==> src/rtl/pre_mix_pkg.sv <==
// rtl/pre_mix_pkg.sv - shared constants and state type for the pre-mix / pre-unmix stages
package pre_mix_pkg;

  localparam int NWORDS = 20;
  localparam int WORD_W = 32;
  localparam int CNT_W  = $clog2(NWORDS);

  typedef enum logic {
    COLLECT = 1'b0,
    EMIT    = 1'b1
  } state_t;

endpackage

==> src/rtl/pre_unmix_buf.sv <==
// rtl/pre_unmix_buf.sv - NWORDS x WORD_W block buffer, one write port, one async read port (PRE_UNMIX_BLOCK_OUT_EN adds a flat view)
module pre_unmix_buf
  import pre_mix_pkg::*;
(
  input  logic              clk,
  input  logic              i_we,
  input  logic [CNT_W-1:0]  i_widx,
  input  logic [WORD_W-1:0] i_wdata,
  input  logic [CNT_W-1:0]  i_ridx,
`ifdef PRE_UNMIX_BLOCK_OUT_EN
  output logic [NWORDS*WORD_W-1:0] o_flat,
`endif
  output logic [WORD_W-1:0] o_rdata
);

  logic [WORD_W-1:0] r_mem [NWORDS];

  // Storage is never read before being written for the current block, so no reset.
  always_ff @(posedge clk) begin
    if (i_we) r_mem[i_widx] <= i_wdata;
  end

  assign o_rdata = r_mem[i_ridx];

`ifdef PRE_UNMIX_BLOCK_OUT_EN
  for (genvar g = 0; g < NWORDS; g++) begin : g_flat
    assign o_flat[g*WORD_W +: WORD_W] = r_mem[g];
  end
`endif

endmodule

==> src/rtl/pre_unmix_stream.sv <==
// rtl/pre_unmix_stream.sv - word-serial inverse of the pre-mix stage (optional PRE_UNMIX_BLOCK_OUT_EN full-block port)
module pre_unmix_stream
  import pre_mix_pkg::*;
(
  input  logic              clk,
  input  logic              rst_n,
  input  logic              in_valid,
  output logic              in_ready,
  input  logic [WORD_W-1:0] in_data,
  input  logic              in_last,
  output logic              out_valid,
  input  logic              out_ready,
  output logic [WORD_W-1:0] out_data,
  output logic              out_last,
`ifdef PRE_UNMIX_BLOCK_OUT_EN
  output logic [NWORDS*WORD_W-1:0] out_block,
  output logic                     out_block_valid,
`endif
  output logic              err_len
);

  // XOR of the mixed words only equals XOR of the originals for an even word count.
  if ((NWORDS % 2) != 0) begin : g_odd_nwords
    $error("pre_unmix_stream: NWORDS must be even");
  end

  state_t             r_state, w_state_nxt;
  logic [CNT_W-1:0]   r_count, w_count_nxt;
  logic [WORD_W-1:0]  r_acc, w_acc_nxt;
  logic [WORD_W-1:0]  r_t, w_t_nxt;
  logic               r_err_len, w_err_nxt;
  logic               w_we;
  logic               w_in_fire, w_out_fire, w_at_end;
  logic [WORD_W-1:0]  w_rdata;

  assign w_at_end   = (r_count == CNT_W'(NWORDS - 1));
  assign in_ready   = (r_state == COLLECT);
  assign out_valid  = (r_state == EMIT);
  assign out_last   = out_valid & w_at_end;
  assign out_data   = out_valid ? (w_rdata ^ r_t) : '0;
  assign err_len    = r_err_len;
  assign w_in_fire  = in_valid & in_ready;
  assign w_out_fire = out_valid & out_ready;

`ifdef PRE_UNMIX_BLOCK_OUT_EN
  logic [NWORDS*WORD_W-1:0] w_flat, w_block;
  logic                     w_block_load;
`endif

  pre_unmix_buf u_buf (
    .clk     (clk),
    .i_we    (w_we),
    .i_widx  (r_count),
    .i_wdata (in_data),
    .i_ridx  (r_count),
`ifdef PRE_UNMIX_BLOCK_OUT_EN
    .o_flat  (w_flat),
`endif
    .o_rdata (w_rdata)
  );

  // Next-state: collect/accumulate words, then replay them XORed with T.
  always_comb begin
    w_state_nxt = r_state;
    w_count_nxt = r_count;
    w_acc_nxt   = r_acc;
    w_t_nxt     = r_t;
    w_err_nxt   = 1'b0;
    w_we        = 1'b0;
    case (r_state)
      COLLECT: begin
        if (w_in_fire) begin
          w_we = 1'b1;
          if (w_at_end) begin
            w_t_nxt     = r_acc ^ in_data;
            w_acc_nxt   = '0;
            w_count_nxt = '0;
            w_err_nxt   = ~in_last;
            w_state_nxt = EMIT;
          end else if (in_last) begin
            w_acc_nxt   = '0;
            w_count_nxt = '0;
            w_err_nxt   = 1'b1;
          end else begin
            w_acc_nxt   = r_acc ^ in_data;
            w_count_nxt = r_count + CNT_W'(1);
          end
        end
      end
      EMIT: begin
        if (w_out_fire) begin
          if (w_at_end) begin
            w_count_nxt = '0;
            w_acc_nxt   = '0;
            w_state_nxt = COLLECT;
          end else begin
            w_count_nxt = r_count + CNT_W'(1);
          end
        end
      end
      default: w_state_nxt = COLLECT;
    endcase
  end

  // State, counter, accumulator, T and error pulse registers.
  always_ff @(posedge clk or negedge rst_n) begin
    if (!rst_n) begin
      r_state   <= COLLECT;
      r_count   <= '0;
      r_acc     <= '0;
      r_t       <= '0;
      r_err_len <= 1'b0;
    end else begin
      r_state   <= w_state_nxt;
      r_count   <= w_count_nxt;
      r_acc     <= w_acc_nxt;
      r_t       <= w_t_nxt;
      r_err_len <= w_err_nxt;
    end
  end

`ifdef PRE_UNMIX_BLOCK_OUT_EN
  // The final word is still on in_data when the block completes, so it bypasses the buffer.
  assign w_block_load = w_in_fire & w_at_end;
  for (genvar g = 0; g < NWORDS; g++) begin : g_block
    if (g == NWORDS - 1) begin : g_last
      assign w_block[g*WORD_W +: WORD_W] = in_data ^ w_t_nxt;
    end else begin : g_mid
      assign w_block[g*WORD_W +: WORD_W] = w_flat[g*WORD_W +: WORD_W] ^ w_t_nxt;
    end
  end

  // Full recovered block, captured on COLLECT->EMIT and held until the next block.
  always_ff @(posedge clk or negedge rst_n) begin
    if (!rst_n) begin
      out_block       <= '0;
      out_block_valid <= 1'b0;
    end else begin
      out_block_valid <= w_block_load;
      if (w_block_load) out_block <= w_block;
    end
  end
`endif

endmodule

==> config.mk <==
export PLATFORM = sky130hd
export DESIGN_NAME = pre_unmix_stream
export DESIGN_NICKNAME = d
export VERILOG_FILES = /design/src/rtl/pre_mix_pkg.sv /design/src/rtl/pre_unmix_buf.sv /design/src/rtl/pre_unmix_stream.sv
export SDC_FILE = /design/constraint.sdc
export NUM_CORES = 1
export LEC_CHECK = 0
export ABC_CLOCK_PERIOD_IN_PS = 4800
export CORE_MARGIN = 2
export CORE_UTILIZATION = 41
export CTS_BUF_LIST = sky130_fd_sc_hd__clkbuf_2
export DETAILED_ROUTE_END_ITERATION = 12
export GPL_ROUTABILITY_DRIVEN = 0
export SYNTH_ARGS = -nofsm -noshare
export SYNTH_HDL_FRONTEND = slang
export SYNTH_SLANG_ARGS = --single-unit
==> constraint.sdc <==
create_clock -name clk -period 4.8 [get_ports clk]
set_input_delay 0.96 -clock clk [delete_from_list [all_inputs] [get_ports clk]]
set_output_delay 0.96 -clock clk [all_outputs]
set_load 0.02 [all_outputs]
# Word level (Yosys, flattened, before mapping)
# Memories as Yosys holds them, arrays and structs flattened.
# Cells that the tools add are included.
# W data, S select, Z words.
[word_totals]
input_bits = 37
mem_count = 1
ff_bits = 71
word_cells = 47
output_inout_bits = 36
ram_bits = 640
[mem_list]
columns = ["name", "words", "width", "rd", "rd_ports_with_merged_regs", "wr", "line_no", "text"]
rows = [
  ["u_buf.r_mem", 20, 32, 1, 0, 1, "pre_unmix_buf.sv:16", "logic [WORD_W-1:0] r_mem [NWORDS];"],
]
[classes]
bitwise_logic = 7
eq_ne = 4
n_addsub = 1
n_mux = 26
n_reduce_logical = 3
[ops]
columns = ["cell", "n"]
rows = [
  ["$mux W32", 6],
  ["$pmux W32 S2", 1],
  ["$xor A32 B32 Y32", 2],
  ["$mux W5", 5],
  ["$mux W1", 12],
  ["$pmux W5 S2", 1],
  ["$ne A2 B1 Y1 const B", 3],
  ["$reduce_and A3 Y1", 2],
  ["$add A5 B1 Y5 const B", 1],
  ["$eq A5 B5 Y1 const B", 1],
  ["$and A1 B1 Y1", 3],
  ["$not A1 Y1", 2],
  ["$pmux W1 S2", 1],
  ["$reduce_and A2 Y1", 1],
]

# Depth between registers and ports, before layout
[depth]
depth_word = 6
ltp_mapped = 9
ltp_nobuf = 6

# Cells and area by module
# From an unflattened synthesis, not the netlist that was laid out.
[unflattened]
hier_cells = 1784
hier_area_um2 = 28975.3
[modules_own_cells]
columns = ["mod", "area_per_inst_um2", "instances", "seq_area_each_um2", "cells_per_inst"]
rows = [
  ["pre_unmix_buf", 24818.8, 1, 19218.4, 1330],
  ["pre_unmix_stream", 4156.5, 1, 1776.7, 454],
]

# Worst setup path after synthesis
# No wires, ideal clock.
[synth_path]
path_kind = "reg2reg"
start = "register r_count[0]"
end = "memory u_buf.r_mem[14][0] (enable)"
stages_incl_launch_ff = 9
setup_time_ps = 421
n_path_buf = 4
period_less_slack_ps = 3235
setup_slack_ps = 1565
t_required_ps = 4379
arrival_time_ps = 2813
path_cell_list = "dfrtp_1 -> buf_6 -> buf_2 -> buf_4 -> buf_2 -> inv_1 -> ha_1 -> nand2_1 -> nor2_1"
[synth_rtl]
columns = ["item", "line_no", "text"]
rows = [
  ["start: declaration", "pre_unmix_stream.sv:28", "logic [CNT_W-1:0] r_count, w_count_nxt;"],
  ["start signal: assignment", "pre_unmix_stream.sv:115", "r_count <= w_count_nxt;"],
  ["end: declaration", "pre_unmix_buf.sv:16", ""],
]
# Straight into the memory's write port.

# Worst setup path after layout
[layout_path]
start = "register r_count[1]"
end = "output out_data[17]"
[layout_between]
elab_chain_len = 3
[layout_lines]
columns = ["item", "line_no", "text"]
rows = [
  ["$mem_v2 Z20 W32", "-", ""],
  ["$xor A32 B32 Y32", "pre_unmix_stream.sv:40", "assign out_data = out_valid ? (w_rdata ^ r_t) : '0;"],
  ["$mux W32", "pre_unmix_stream.sv:40", ""],
  ["end: declaration", "pre_unmix_stream.sv:13", "output logic [WORD_W-1:0] out_data,"],
]
# Every way passes these cells.

==> out/results.tsv <==
metric	value	unit
status	finished clean	
grt_pass1_wl	110	mm
dieWidth	267	µm
r2r-start	r_count[0]	
viasPerCell	5.44	
drive_above_1_share	26.8	%
cts_sinks	711	
die_area	71500	µm²
ys_async_sr_fraction	9.99	%
firstDrtPassIters	7	
dpl.cell_count	2704	
first_iter_violations	1656	
path_class	reg2out	
timing.final.crit_share	97.8	%
final_core_util	48.9	%
syn_inst	1713	
final_nets	2041	
die_height	267	µm
place_hpwl	41.7	mm
critPathCaptureType	primary output	
synthesis.yosys.warnings	0	
fin_skew	81.9	ps
grt-ovfl-total	0	
setup_violations	0	
wire_per_inst	24.3	µm
crit_arrival	3730	ps
slew_headroom	30.3	%
holdWs	133	ps
port_buffers	72	
totalPowerFinal	12.7	mW
final_cell_count_no_fill	3088	
finalInstanceArea	33500	µm²
cts_tree	yes	
regToRegSetupSlack	1850	ps
cp-start-kind	flip-flop	
clockRootBuffer	clkbuf_2	
leakage	11.8	nW
drc	0	
antenna_found_initial	3	
initial_core_util	41.5	%
maxCapViolations	0	
crit_chain	buf_12, or4b_4, buf_4, o22ai_4, a211o_1, a31oi_2, mux2i_1, buf_2	
syn_nets	1755	
detailroute.via_count	16800	
max_stage_delay	630	ps
cp.required	3840	ps
grt_usage	21.3	%
fin_setup_tns	0	ps
path_clk_slew	110	ps
area_growth	17.8	%
clk_latency	1380	ps
fmax	213	MHz
final_max_slew_viol_count	0	
ir_drop	0.213	mV
grt_max_degree	57	
ys_types	48	
powerDensity	380	nW/µm²
avgSynthCellArea	16.6	µm²
cp_max_fo	6	
regArea	21000	µm²
final-hold-violation-count	0	
wirelength	75.0	mm
slowest_stage	or4b_4	
cts_buffers	177	
synth_edf_count	640	
grt_pass1_vias	16800	
pin_count	73	
post-place-ws	667	ps
ant_nets	0	
multi_input_area	7440	µm²
num_rows	96	
hold_path.class	in2async	
place_area	30700	µm²
worst_slack	107	ps
synth_ff_type	edfxtp_1	
cts_buffer_depth	3	
htree_num_levels	4	
ys_ff_latch	711	
period_minus_slack	4690	ps
synth_area	28400	µm²
crit_start	r_count[1]	
ys_seq_area_share	73.8	%
final.fill_count	5853	
max_slew.worst_pin.slew	1040	ps
core	68600	µm²
final timing paths:
path,endpoint,cells past startpoint
worst max-delay path,out_data[17],8
worst min-delay path,r_acc[14],2
worst max register to register,r_acc[10],10
worst min register to register,r_acc[29],1
max in group asynchronous,r_count[1],3
min in group clk,out_valid,3
layer usage:
metal | track usage, % | vias to the layer above | wire length (µm)
met3 | 4.20 | 98 | 4790
met1 | 28.8 | 8643 | 32400
li1 | - | 7453 | -
met5 | 0 | - | 0
met2 | 34.8 | 596 | 36600
met4 | 6.65 | 0 | 1260
synthesized netlist by cell type (14+ instances only):
| library cell | number | area, µm² |
|---|---|---|
| a21o_1 | 19 | 143 |
| edfxtp_1 | 640 | 19200 |
| nor2_1 | 95 | 357 |
| nand2_1 | 69 | 259 |
| a211oi_1 | 24 | 180 |
| nand3_1 | 19 | 95.1 |
| clkbuf_1 | 32 | 120 |
| o21bai_1 | 18 | 135 |
| a21oi_1 | 64 | 320 |
| mux2i_1 | 261 | 2610 |
| mux4_2 | 32 | 721 |
| dfrtp_1 | 71 | 1780 |
| o21ai_0 | 63 | 315 |
| buf_6 | 16 | 180 |
| o22ai_1 | 94 | 588 |
| xnor2_1 | 33 | 289 |
| nand2b_1 | 14 | 87.6 |
| buf_2 | 39 | 195 |
state kept, by name, indices dropped and copies added, names as in the netlist:
name         flops
out_valid        1
u_buf.r_mem    640
r_count          5
r_acc           32
err_len          1
r_t             32
layout by cell type (no fill, tap or decap), types with 12 or more instances in the layout:
master	synthesis	final
o22ai_2	0	12
nand3_1	19	19
nand2_1	69	69
buf_12	0	23
clkinv_1	0	36
xnor2_1	33	33
o22ai_1	94	79
clkbuf_2	0	281
a21o_1	19	19
buf_6	16	16
clkdlybuf4s50_1	0	38
a21oi_1	64	60
o21bai_1	18	15
o21ai_0	63	63
buf_4	9	90
nand2b_1	14	14
mux2i_1	261	261
dfrtp_1	71	66
nor2_1	95	75
a211oi_1	24	13
buf_2	39	17
nor2_4	0	20
edfxtp_1	640	640
mux4_2	32	32
kinds of logic (layout without fill, tap and decap cells):
family,after synthesis,count (layout),share of synthesized area [%]
xor+xnor,36,36,1.11
flops,711,711,73.8
buf+inv,99,535,2.02
compound gates,331,331,7.25
mux,293,293,11.7
simple gates,238,239,3.87
fa+ha+maj,5,5,0.220
other cells,0,7,0
power breakdown:
group	switching, mW	internal [mW]	total [mW]
Sequential	0.0547	6.88	6.94
Clock	2.45	1.82	4.27
Combinational	0.873	0.645	1.52
Total	3.38	9.35	12.7
what timing repair did:
item	4_1_cts	5_1_grt
hold endpoints to repair	36	0
pin swaps	15	3
hold buffers	1	0
setup endpoints to repair	33	11
resized for setup	238	5
gates cloned	6	0
setup buffers	34	6
critical path: cells and delay by family (launching register included):
family                 cells  cell delay (ps)
flip-flops                 1              560
buffers and inverters      3              550
AO/OA/AOI/OAI              3              460
AND/OR/NAND/NOR            1              630
multiplexers               1              160
layout make-up:
class,instances,area share [%]
Inverter,3,0.0336
Clock inverter,49,0.993
Timing Repair Buffer,202,6.38
Sequential cell,711,62.7
Antenna cell,7,0.0523
Clock buffer,281,4.20
Multi-Input combinational cell,904,22.2
Tap cell,931,3.48
Note: power is estimated with default switching activity, not from simulation.
==> edit, RTL diff (same flow settings) <==
Register the output `err_len` once more, cleared by the reset; this adds one clock of latency there. The other outputs are not delayed to match.
--- a/src/rtl/pre_unmix_stream.sv
+++ b/src/rtl/pre_unmix_stream.sv
@@ -39,5 +39,11 @@
   assign out_last   = out_valid & w_at_end;
   assign out_data   = out_valid ? (w_rdata ^ r_t) : '0;
-  assign err_len    = r_err_len;
+  always_ff @(posedge clk or negedge rst_n) begin
+    if (!rst_n) begin
+      err_len <= '0;
+    end else begin
+      err_len <= r_err_len;
+    end
+  end
   assign w_in_fire  = in_valid & in_ready;
   assign w_out_fire = out_valid & out_ready;
Check against the original RTL: not equivalent (Yosys sat finds a counterexample within 4 cycles, from zero or initial values and one cycle with rst_n low).
==> edit against the original RTL <==
- worst setup slack improved by 0.024 ns
- cell count fell by 0.78%
- sequential power barely moved
- area after synthesis barely moved
- power fell by 2.9%
- core utilization fell by 0.73 points
- first-iteration DRC count fell by 19%
- sequential cell count rose by 1
- design area fell by 1.3%
- routed wire length fell by 1.2%
- critical path type unchanged
- largest power group unchanged
==> edit: results (changes against the original RTL) <==
- **Design Power** 12.4 mW, -2.9%
- **routed length on met1** 31.8 mm, -1.8%
- **Slowest cell on crit path** mux4_2
- **final antenna diode count** 10, +3
- **buffer count from post-CTS setup fixing** 12, -65%
- **routed vias/inst** 5.47, +0.65%
- **minimum setup slack in the final design** 0.131 ns, +0.0242 ns
- **Worst VDD drop** 0.000227 V, +6.6%
- **non-filler instance count after layout** 3064, -0.78%
- **Layout fillers** 5989, +2.3%
- **arrival time of data at the critical path endpoint** 3.71 ns, -0.02 ns
- **Crit path largest cell delay** 0.52 ns, -0.11 ns
- **synthesized netlist cell count** 1714, +0.058%
- **sequential cell fraction of total power** 56.2%, +1.7 points
- **multi-input logic area** 7330 um2, -1.5%
- **total length of routed met3 wires** 4.84 mm, +1.2%
- **HPWL after DPL** 41.4 mm, -0.79%
- **met1 GRT Util** 28.1%, -0.69 points
- **final worst clock skew** 0.0761 ns, -0.00579 ns
- **GRT met2 Usage** 33.9%, -0.96 points
- **fraction of layout instances using a drive strength above 1** 25.2%, -1.6 points
- **GRT Overall Usage** 21.0%, -0.26 points
- **end of the worst register-to-register path** u_buf.r_mem[16][18]
- **result of the run** completed
- **Slew headroom** 38.1%, +7.8 points
- **Clock buffers and inverters, area share** 4.82%, -0.37 points
## edit: worst max-delay path: cells and delay by family, from the launching register on
kind / cells / cell delay (ns)
flip-flops: 1 / 0.46
AO/OA/AOI/OAI: 2 / 0.59
buffers and inverters: 3 / 0.53
multiplexers: 2 / 0.76
## edit: worst max-delay path by stage
stage          startpoint            endpoint  slack, ns  depth (start not counted)
2_1_floorplan  r_count[0]  u_buf.r_mem[14][0]       1.57                          8
3_3_place_gp   r_count[0]        out_data[22]       0.69                          7
3_5_place_dp   r_count[0]         out_data[6]       0.68                          6
4_1_cts        r_count[0]         out_data[7]    -0.0003                          7
5_1_grt        r_count[0]        out_data[12]      -0.07                          9
6_report       r_count[0]        out_data[16]       0.13                          7
## edit: logic make-up after synthesis
family	Yosys count	share of synthesized area, %
flops	712	73.8
compound gates	331	7.24
mux	293	11.7
simple gates	238	3.86
buf+inv	99	2.02
xor+xnor	36	1.11
fa+ha+maj	5	0.220
